==> src/rtl/clock_control_logic_in_if.sv <==
// Enable request / acknowledge handshake between the controlling domain and
// the clock-gate sequencer.
interface clock_control_logic_in_if;
  logic async_enable;
  logic async_enable_ack;

  modport master (output async_enable, input  async_enable_ack);
  modport slave  (input  async_enable, output async_enable_ack);
endinterface

==> src/rtl/clock_control_logic_in.sv <==
// Clock-gate start/stop sequencer: synchronizes an asynchronous enable request
// and walks the gate through timed STARTING/STOPPING phases with a four-phase ack.
//
// state    | meaning
// OFF      | gate disabled, ack low, waiting for enable
// STARTING | gate enabled, counting START_DELAY before ack rises
// ON       | gate enabled, ack high
// STOPPING | gate disabled, counting STOP_DELAY before ack falls
module clock_control_logic_in #(
  parameter int START_DELAY = 4,
  parameter int STOP_DELAY  = 2
) (
  input  logic                            clock,
  input  logic                            resetn,
  clock_control_logic_in_if.slave         hs,
  output logic                            gate_enable,
  output logic                            clock_running,
  output logic                            busy,
  output logic                            start_aborted
);

  typedef enum logic [1:0] {
    S_OFF      = 2'd0,
    S_STARTING = 2'd1,
    S_ON       = 2'd2,
    S_STOPPING = 2'd3
  } state_t;

  localparam logic [7:0] START_LOAD = 8'(START_DELAY - 1);
  localparam logic [7:0] STOP_LOAD  = 8'(STOP_DELAY - 1);

  logic       sync1_q, sync2_q;
  state_t     state_q, state_d;
  logic [7:0] cnt_q, cnt_d;
  logic       aborted_q, aborted_d;
  logic       abort_pulse_d;
  logic       gate_q, ack_q, running_q, busy_q, abort_pulse_q;

  always_comb begin
    state_d       = state_q;
    cnt_d         = cnt_q;
    aborted_d     = aborted_q;
    abort_pulse_d = 1'b0;
    case (state_q)
      S_OFF: begin
        cnt_d     = 8'd0;
        aborted_d = 1'b0;
        if (sync2_q) begin
          state_d = S_STARTING;
          cnt_d   = START_LOAD;
        end
      end
      S_STARTING: begin
        if (!sync2_q) begin
          state_d       = S_STOPPING;
          cnt_d         = STOP_LOAD;
          aborted_d     = 1'b1;
          abort_pulse_d = 1'b1;
        end else if (cnt_q == 8'd0) begin
          state_d = S_ON;
        end else begin
          cnt_d = cnt_q - 8'd1;
        end
      end
      S_ON: begin
        cnt_d     = 8'd0;
        aborted_d = 1'b0;
        if (!sync2_q) begin
          state_d = S_STOPPING;
          cnt_d   = STOP_LOAD;
        end
      end
      S_STOPPING: begin
        // A renewed request here is ignored; the stop always runs to OFF.
        if (cnt_q == 8'd0) begin
          state_d   = S_OFF;
          aborted_d = 1'b0;
        end else begin
          cnt_d = cnt_q - 8'd1;
        end
      end
      default: begin
        state_d   = S_OFF;
        cnt_d     = 8'd0;
        aborted_d = 1'b0;
      end
    endcase
  end

  // Outputs are decoded from the next state so they change on the same edge as the state.
  always_ff @(posedge clock) begin
    if (!resetn) begin
      sync1_q       <= 1'b0;
      sync2_q       <= 1'b0;
      state_q       <= S_OFF;
      cnt_q         <= 8'd0;
      aborted_q     <= 1'b0;
      gate_q        <= 1'b0;
      ack_q         <= 1'b0;
      running_q     <= 1'b0;
      busy_q        <= 1'b0;
      abort_pulse_q <= 1'b0;
    end else begin
      sync1_q       <= hs.async_enable;
      sync2_q       <= sync1_q;
      state_q       <= state_d;
      cnt_q         <= cnt_d;
      aborted_q     <= aborted_d;
      gate_q        <= (state_d == S_STARTING) || (state_d == S_ON);
      ack_q         <= (state_d == S_ON) || ((state_d == S_STOPPING) && !aborted_d);
      running_q     <= (state_d == S_ON);
      busy_q        <= (state_d == S_STARTING) || (state_d == S_STOPPING);
      abort_pulse_q <= abort_pulse_d;
    end
  end

  assign hs.async_enable_ack = ack_q;
  assign gate_enable         = gate_q;
  assign clock_running       = running_q;
  assign busy                = busy_q;
  assign start_aborted       = abort_pulse_q;

endmodule

==> src/flat_wrapper.sv <==
// flat-port wrapper written by rule: the top's interface ports become plain ports
module clock_control_logic_in_flat 
#(
  parameter int START_DELAY = 4,
  parameter int STOP_DELAY  = 2
)
  (clock, resetn, gate_enable, clock_running, busy, start_aborted, hs_async_enable, hs_async_enable_ack);
  clock_control_logic_in_if hs_i ();
  input  logic clock;
  input  logic resetn;
  output logic gate_enable;
  output logic clock_running;
  output logic busy;
  output logic start_aborted;
  input wire logic [$bits(hs_i.async_enable)-1:0] hs_async_enable;
  output wire logic [$bits(hs_i.async_enable_ack)-1:0] hs_async_enable_ack;
  assign hs_i.async_enable = hs_async_enable;
  assign hs_async_enable_ack = hs_i.async_enable_ack;
  clock_control_logic_in #(.START_DELAY(START_DELAY), .STOP_DELAY(STOP_DELAY)) u_core (.clock(clock), .resetn(resetn), .hs(hs_i), .gate_enable(gate_enable), .clock_running(clock_running), .busy(busy), .start_aborted(start_aborted));
endmodule
==> config.mk <==
export PLATFORM = sky130hd
export DESIGN_NAME = clock_control_logic_in_flat
export DESIGN_NICKNAME = d
export VERILOG_FILES = /design/src/rtl/clock_control_logic_in_if.sv /design/src/rtl/clock_control_logic_in.sv /design/src/flat_wrapper.sv
export SDC_FILE = /design/constraint.sdc
export NUM_CORES = 1
export LEC_CHECK = 0
export ABC_AREA = 1
export CAP_MARGIN = 15
export CORE_ASPECT_RATIO = 0.8
export CORE_MARGIN = 4
export CORE_UTILIZATION = 48
export DETAILED_ROUTE_END_ITERATION = 10
export GPL_ROUTABILITY_DRIVEN = 1
export GPL_TIMING_DRIVEN = 0
export HOLD_SLACK_MARGIN = 0.02
export PLACE_DENSITY = 0.72
export SLEW_MARGIN = 5
export SYNTH_ARGS = -nofsm -noshare
export SYNTH_HDL_FRONTEND = slang
export SYNTH_SLANG_ARGS = --single-unit
export TNS_END_PERCENT = 100
==> constraint.sdc <==
create_clock -name clock -period 1.4 [get_ports clock]
set_input_delay 0.21 -clock clock [delete_from_list [all_inputs] [get_ports clock]]
set_output_delay 0.21 -clock clock [all_outputs]
set_load 0.01 [all_outputs]
# [Word-level counts from Yosys, hierarchy flattened]
# Index checks and enable logic that the tools add are counted.
[totals] ff_bits=18 rom_bits=0 latchBits=0 in_bits=3 n_memories=0 mem_bits_rw=0 wordCells=41 out_inout_bits=5
[classes] mul=0 addsub=1 order_cmp=0 bitwise=0 n_div=0 muxes=15 shifts=0 n_reduce_logical=9 n_eq_ne=6
[op_table] operator="$pmux W8 S4" n=1
[op_table] operator="$mux W8" n=2
[op_table] operator="$mux W2" n=6
[op_table] operator="$eq A2 B2 Y1 const B" n=4
[op_table] operator="$logic_not A8 Y1" n=1
[op_table] operator="$pmux W2 S4" n=1
[op_table] operator="$sub A8 B1 Y8 const B" n=1
[op_table] operator="$eq A2 B1 Y1 const B" n=2
[op_table] operator="$mux W1" n=4
[op_table] operator="$logic_or A1 B1 Y1" n=3
[op_table] operator="$pmux W1 S3" n=1
[op_table] operator="$logic_not A2 Y1" n=1
[op_table] operator="$reduce_and A2 Y1" n=1
[op_table] operator="$reduce_or A2 Y1" n=1
[op_table] operator="$logic_and A1 B1 Y1" n=1
[op_table] operator="$logic_not A1 Y1" n=1

# [Longest topological paths before layout]
[depth] word_depth=7 mapped_depth=12 ltp_nobuf=12

# [Worst setup path before layout]
# No wires, ideal clock.
[synth_path] path_kind="reg-to-reg" from="register u_core.cnt_q[0]" to="register u_core.ack_q (netlist: u_core.hs.async_enable_ack)" path_slack_ns=-0.054 path_stages_with_launch=13 t_arrival_ns=1.342 setup_ns=0.112 synth_period_minus_slack_ns=1.454 path_buffers=0 t_required_ns=1.288 path_cell_list="dfxtp_1 inv_1 ha_1 nand2_1 nor2_4 nand2_1 nand2_1 nand2_1 ha_1 nand2_1 inv_1 nand2_1 nand2_1"
[synth_via] elab_chain_len=7 elab_cells_between_ends=12 classes_between="eq/ne (2); mux (6); reduce/logical (4)"
[synth_lines] item="start, declared" line_no="clock_control_logic_in.sv:34" text="logic [7:0] cnt_q, cnt_d;"
[synth_lines] item="start signal, assigned" line_no="clock_control_logic_in.sv:107" text="cnt_q <= cnt_d;"
[synth_lines] item="$logic_not A8 Y1 (*)" line_no="clock_control_logic_in.sv:59, clock_control_logic_in.sv:75"
[synth_lines] item="$mux W2" line_no="clock_control_logic_in.sv:59" text="end else if (cnt_q == 8'd0) begin"
[synth_lines] item="$mux W2" line_no="clock_control_logic_in.sv:54" text="if (!sync2_q) begin"
[synth_lines] item="$pmux W2 S4 (*)" line_no="clock_control_logic_in.sv:44" text="case (state_q)"
[synth_lines] item="via u_core.state_d[1]" line_no="clock_control_logic_in.sv:33" text="state_t state_q, state_d;"
[synth_lines] item="$eq A2 B2 Y1" line_no="clock_control_logic_in.sv:110" text="ack_q <= (state_d == S_ON) || ((state_d == S_STOPPING) && !aborted_d);"
[synth_lines] item="$logic_and A1 B1 Y1" line_no="clock_control_logic_in.sv:110"
[synth_lines] item="$logic_or A1 B1 Y1 (*)" line_no="clock_control_logic_in.sv:110"
[synth_lines] item="end signal, assigned" line_no="clock_control_logic_in.sv:110"
[synth_lines] item="end, declared" line_no="clock_control_logic_in.sv:37" text="logic gate_q, ack_q, running_q, busy_q, abort_pulse_q;"
# The timed path passes the listed nets; every way through them passes the cells marked *.
# A chain may end at the register's enable or synchronous reset.

# [Worst setup path after layout]
[layout_path] from="register u_core.cnt_q[1]" to="register u_core.ack_q (netlist: u_core.hs.async_enable_ack)"
# Same word-level chain as after synthesis.

==> results.yml <==
status:
  outcome: "finished with violations"
  violations: "setup timing"
worst_setup_path:
  critPathLaunch: "u_core.cnt_q[1]"
  timing.rr.start: "u_core.cnt_q[1]"
  start_kind: "register"
  crit_fanout: 2
  worstSetupPathType: "register to register"
  endpoint_kind: "register"
  required_ns: 1.59
  worstPathArrival_ns: 1.60
pwr:
  clkPwrFrac_pct: 17.1
  pwr-share-seq_pct: 39.5
  swShare_pct: 35.1
  intPower_mw: 0.969
  combPwrFrac_pct: 43.4
  p_per_area_mw_per_mm2: 1370
  power_switching_mw: 0.524
  leakage_nw: 0.579
  vdd_ir_drop_max_uv: 1030
job:
  drv_cap: 0
cells_and_area:
  ff_latch_area_um2: 352
  multi_input_area_um2: 448
  area_growth_pct: 37.9
  fin_util_pct: 74.0
  n_fill_cell: 123
  drive_above_1_share_pct: 35.4
  postLayoutCellArea_mm2: 0.00109
  diodes: 0
  nets: 138
synth:
  yosys-top-cells-area: "dfxtp_1, nand2_1, inv_1, nor2_1, ha_1"
  synth_nets: 113
  synth_seq_cells: 17
  ys_types: 18
  synth_area_um2: 790
  synth.yosys.seq_area_share_pct: 43.1
  yosys_warnings: 0
  synth_area_leader_cell: "dfxtp_1"
  synth_cells: 106
  syn_area_per_cell_um2: 7.45
  synth_top_area_share_pct: 43.1
sta:
  fmax_ghz: 0.710
  max_slew_margin_pct: 81.4
  timing.final.ws_setup_ns: -0.00849
  finalCritPeriodShare_pct: 101
  setup_viol: 2
  skew_ns: 0.00517
  tightest_slew_ns: 0.277
  fin_crit_ns: 1.41
  rsz0062_at_grt: "true"
  hold_viol: 0
  drv_slew: 0
clock_tree:
  tritoncts: "done"
  cts_buffer_depth: 2
  clk_latency_ns: 0.29
  root_buffer: "clkbuf_4"
  cts.reportedPaths.clkPinSlew_ns: 0.09
  cts_buffers: 3
  htree_levels: 1
  hold_buffers: 0
  clock_sinks: 17
place:
  routabilityCongestion: 0.804
  dp_slack_ns: -0.142
  place_hpwl_um: 1060
  place_area_um2: 891
  port_buffers: 7
global_route:
  grt_pass1_vias: 617
  grt_start_max_net_pins: 10
  grt_use_total_pct: 15.8
  globalRoute.totalOverflow: 0
  grt_antenna_before_repair: 0
  grt_pass1_wl_um: 2670
drt:
  drtIter0Drc: 14
  routed_via_density: 4.72
  drc: 0
  wl_um: 1660
  wl_per_cell_um: 11.0
  drt.antenna.violating_nets: 0
  first_pass_iters: 4
  vias: 713
die:
  initial_core_util_pct: 53.7
  die_h_um: 44.3
  rows: 12
  core_area_mm2: 0.00147
  io_pins: 8
  die_w_um: 53.3
  dieArea_mm2: 0.00236
hold_path:
  min_path_type: "register to register"
  holdCritStartpoint: "u_core.sync1_q"
## state kept, by name, indices dropped and copies added, names as in the netlist
| register | count |
|---|---|
| u_core.start_aborted | 1 |
| u_core.state_q | 2 |
| u_core.gate_enable | 1 |
| u_core.cnt_q | 8 |
| u_core.hs.async_enable_ack | 1 |
| u_core.sync2_q | 1 |
| u_core.clock_running | 1 |
| u_core.sync1_q | 1 |
| u_core.aborted_q | 1 |
## power groups by stage
| stage | registers, mW | clock network, mW | logic (mW) |
|---|---|---|---|
| floorplan | 0.607 | 0 | 0.326 |
| global placement | 0.591 | 0 | 0.475 |
| detailed placement | 0.594 | 0 | 0.484 |
| CTS | 0.588 | 0.267 | 0.567 |
| global route | 0.598 | 0.288 | 0.715 |
| finish | 0.590 | 0.255 | 0.648 |
## kinds of logic after synthesis
| family | share of synthesized area, % |
|---|---|
| compound gates | 4.91 |
| xor+xnor | 5.55 |
| fa+ha+maj | 6.34 |
| buf+inv | 8.56 |
| simple gates | 31.5 |
| flops | 43.1 |
## cell usage after synthesis, drive strengths merged
| cell | n |
|---|---|
| nand4 | 1 |
| ha | 4 |
| xnor2 | 1 |
| inv | 18 |
| o21ai | 1 |
| xor2 | 4 |
| dfxtp | 17 |
| o21bai | 2 |
| nand2 | 27 |
| a21oi | 3 |
| nand3 | 9 |
| nor2 | 17 |
| nor3 | 2 |
## final timing paths
| path | cells after the start | slack, ns | end |
|---|---|---|---|
| setup reg to reg | 12 | -0.008 | u_core.hs.async_enable_ack |
| hold / removal | 2 | 0.42 | u_core.sync2_q |
| hold reg to reg | 2 | 0.42 | u_core.sync2_q |
| setup / recovery | 12 | -0.008 | u_core.hs.async_enable_ack |
## timing repair
item | 4_1_cts | 5_1_grt
setup endpoints to repair | 4 | 4
gates resized for setup | 16 | 8
pin swaps | 8 | 9
gates cloned | 0 | 0
setup buffers | 9 | 4
## critical path, stage by stage (launching register included)
cell	delay (ns)
dfxtp_2	0.33
inv_2	0.07
ha_4	0.15
inv_1	0.05
nor2_2	0.14
nand2_2	0.08
nand2_2	0.10
nand2_4	0.06
ha_4	0.15
nand2_2	0.05
inv_1	0.04
nand2_1	0.05
nand2_1	0.04
## layout by cell type, fill, tap and decap left out, types with 2 or more instances in the layout
master and count:
nor2_1 11, dfxtp_2 6, buf_4 13, nand3_1 9, xor2_1 4, inv_2 5
nor3_1 2, nand2_2 5, nor2_4 2, ha_4 2, nand2_4 3, clkbuf_4 3
inv_1 13, dfxtp_1 10, nor2_2 4, ha_1 2, clkdlybuf4s50_1 5, a21oi_1 2
nand2_1 19
## through the flow
stage / power (mW) / std cells / TNS, ns / hold WS, ns
finish: 1.49 / 151 / -0.00911 / 0.421
global route: 1.60 / 151 / -0.207 / 0.447
CTS: 1.42 / 147 / -0.000384 / 0.425
detailed placement: 1.08 / 134 / -0.626 / 0.402
global placement: 1.07 / 134 / -0.494 / 0.393
floorplan: 0.933 / 106 / 0 / 0.303
## cell type report
type                            count  area share, %
Clock buffer                        4           2.41
Inverter                           18           6.21
Tap cell                           21           2.41
Timing Repair Buffer               20           15.5
Sequential cell                    17           32.3
Multi-Input combinational cell     71           41.1
## per-layer routing
| layer | GRT usage [%] | vias to the layer above | wire [µm] |
|---|---|---|---|
| met4 | 4.59 | 0 | 20 |
| met5 | 0 | - | 0 |
| met1 | 19.6 | 322 | 795 |
| li1 | - | 374 | - |
| met3 | 6.06 | 4 | 65 |
| met2 | 25.2 | 13 | 779 |
Note: power is estimated with default switching activity, not from simulation.
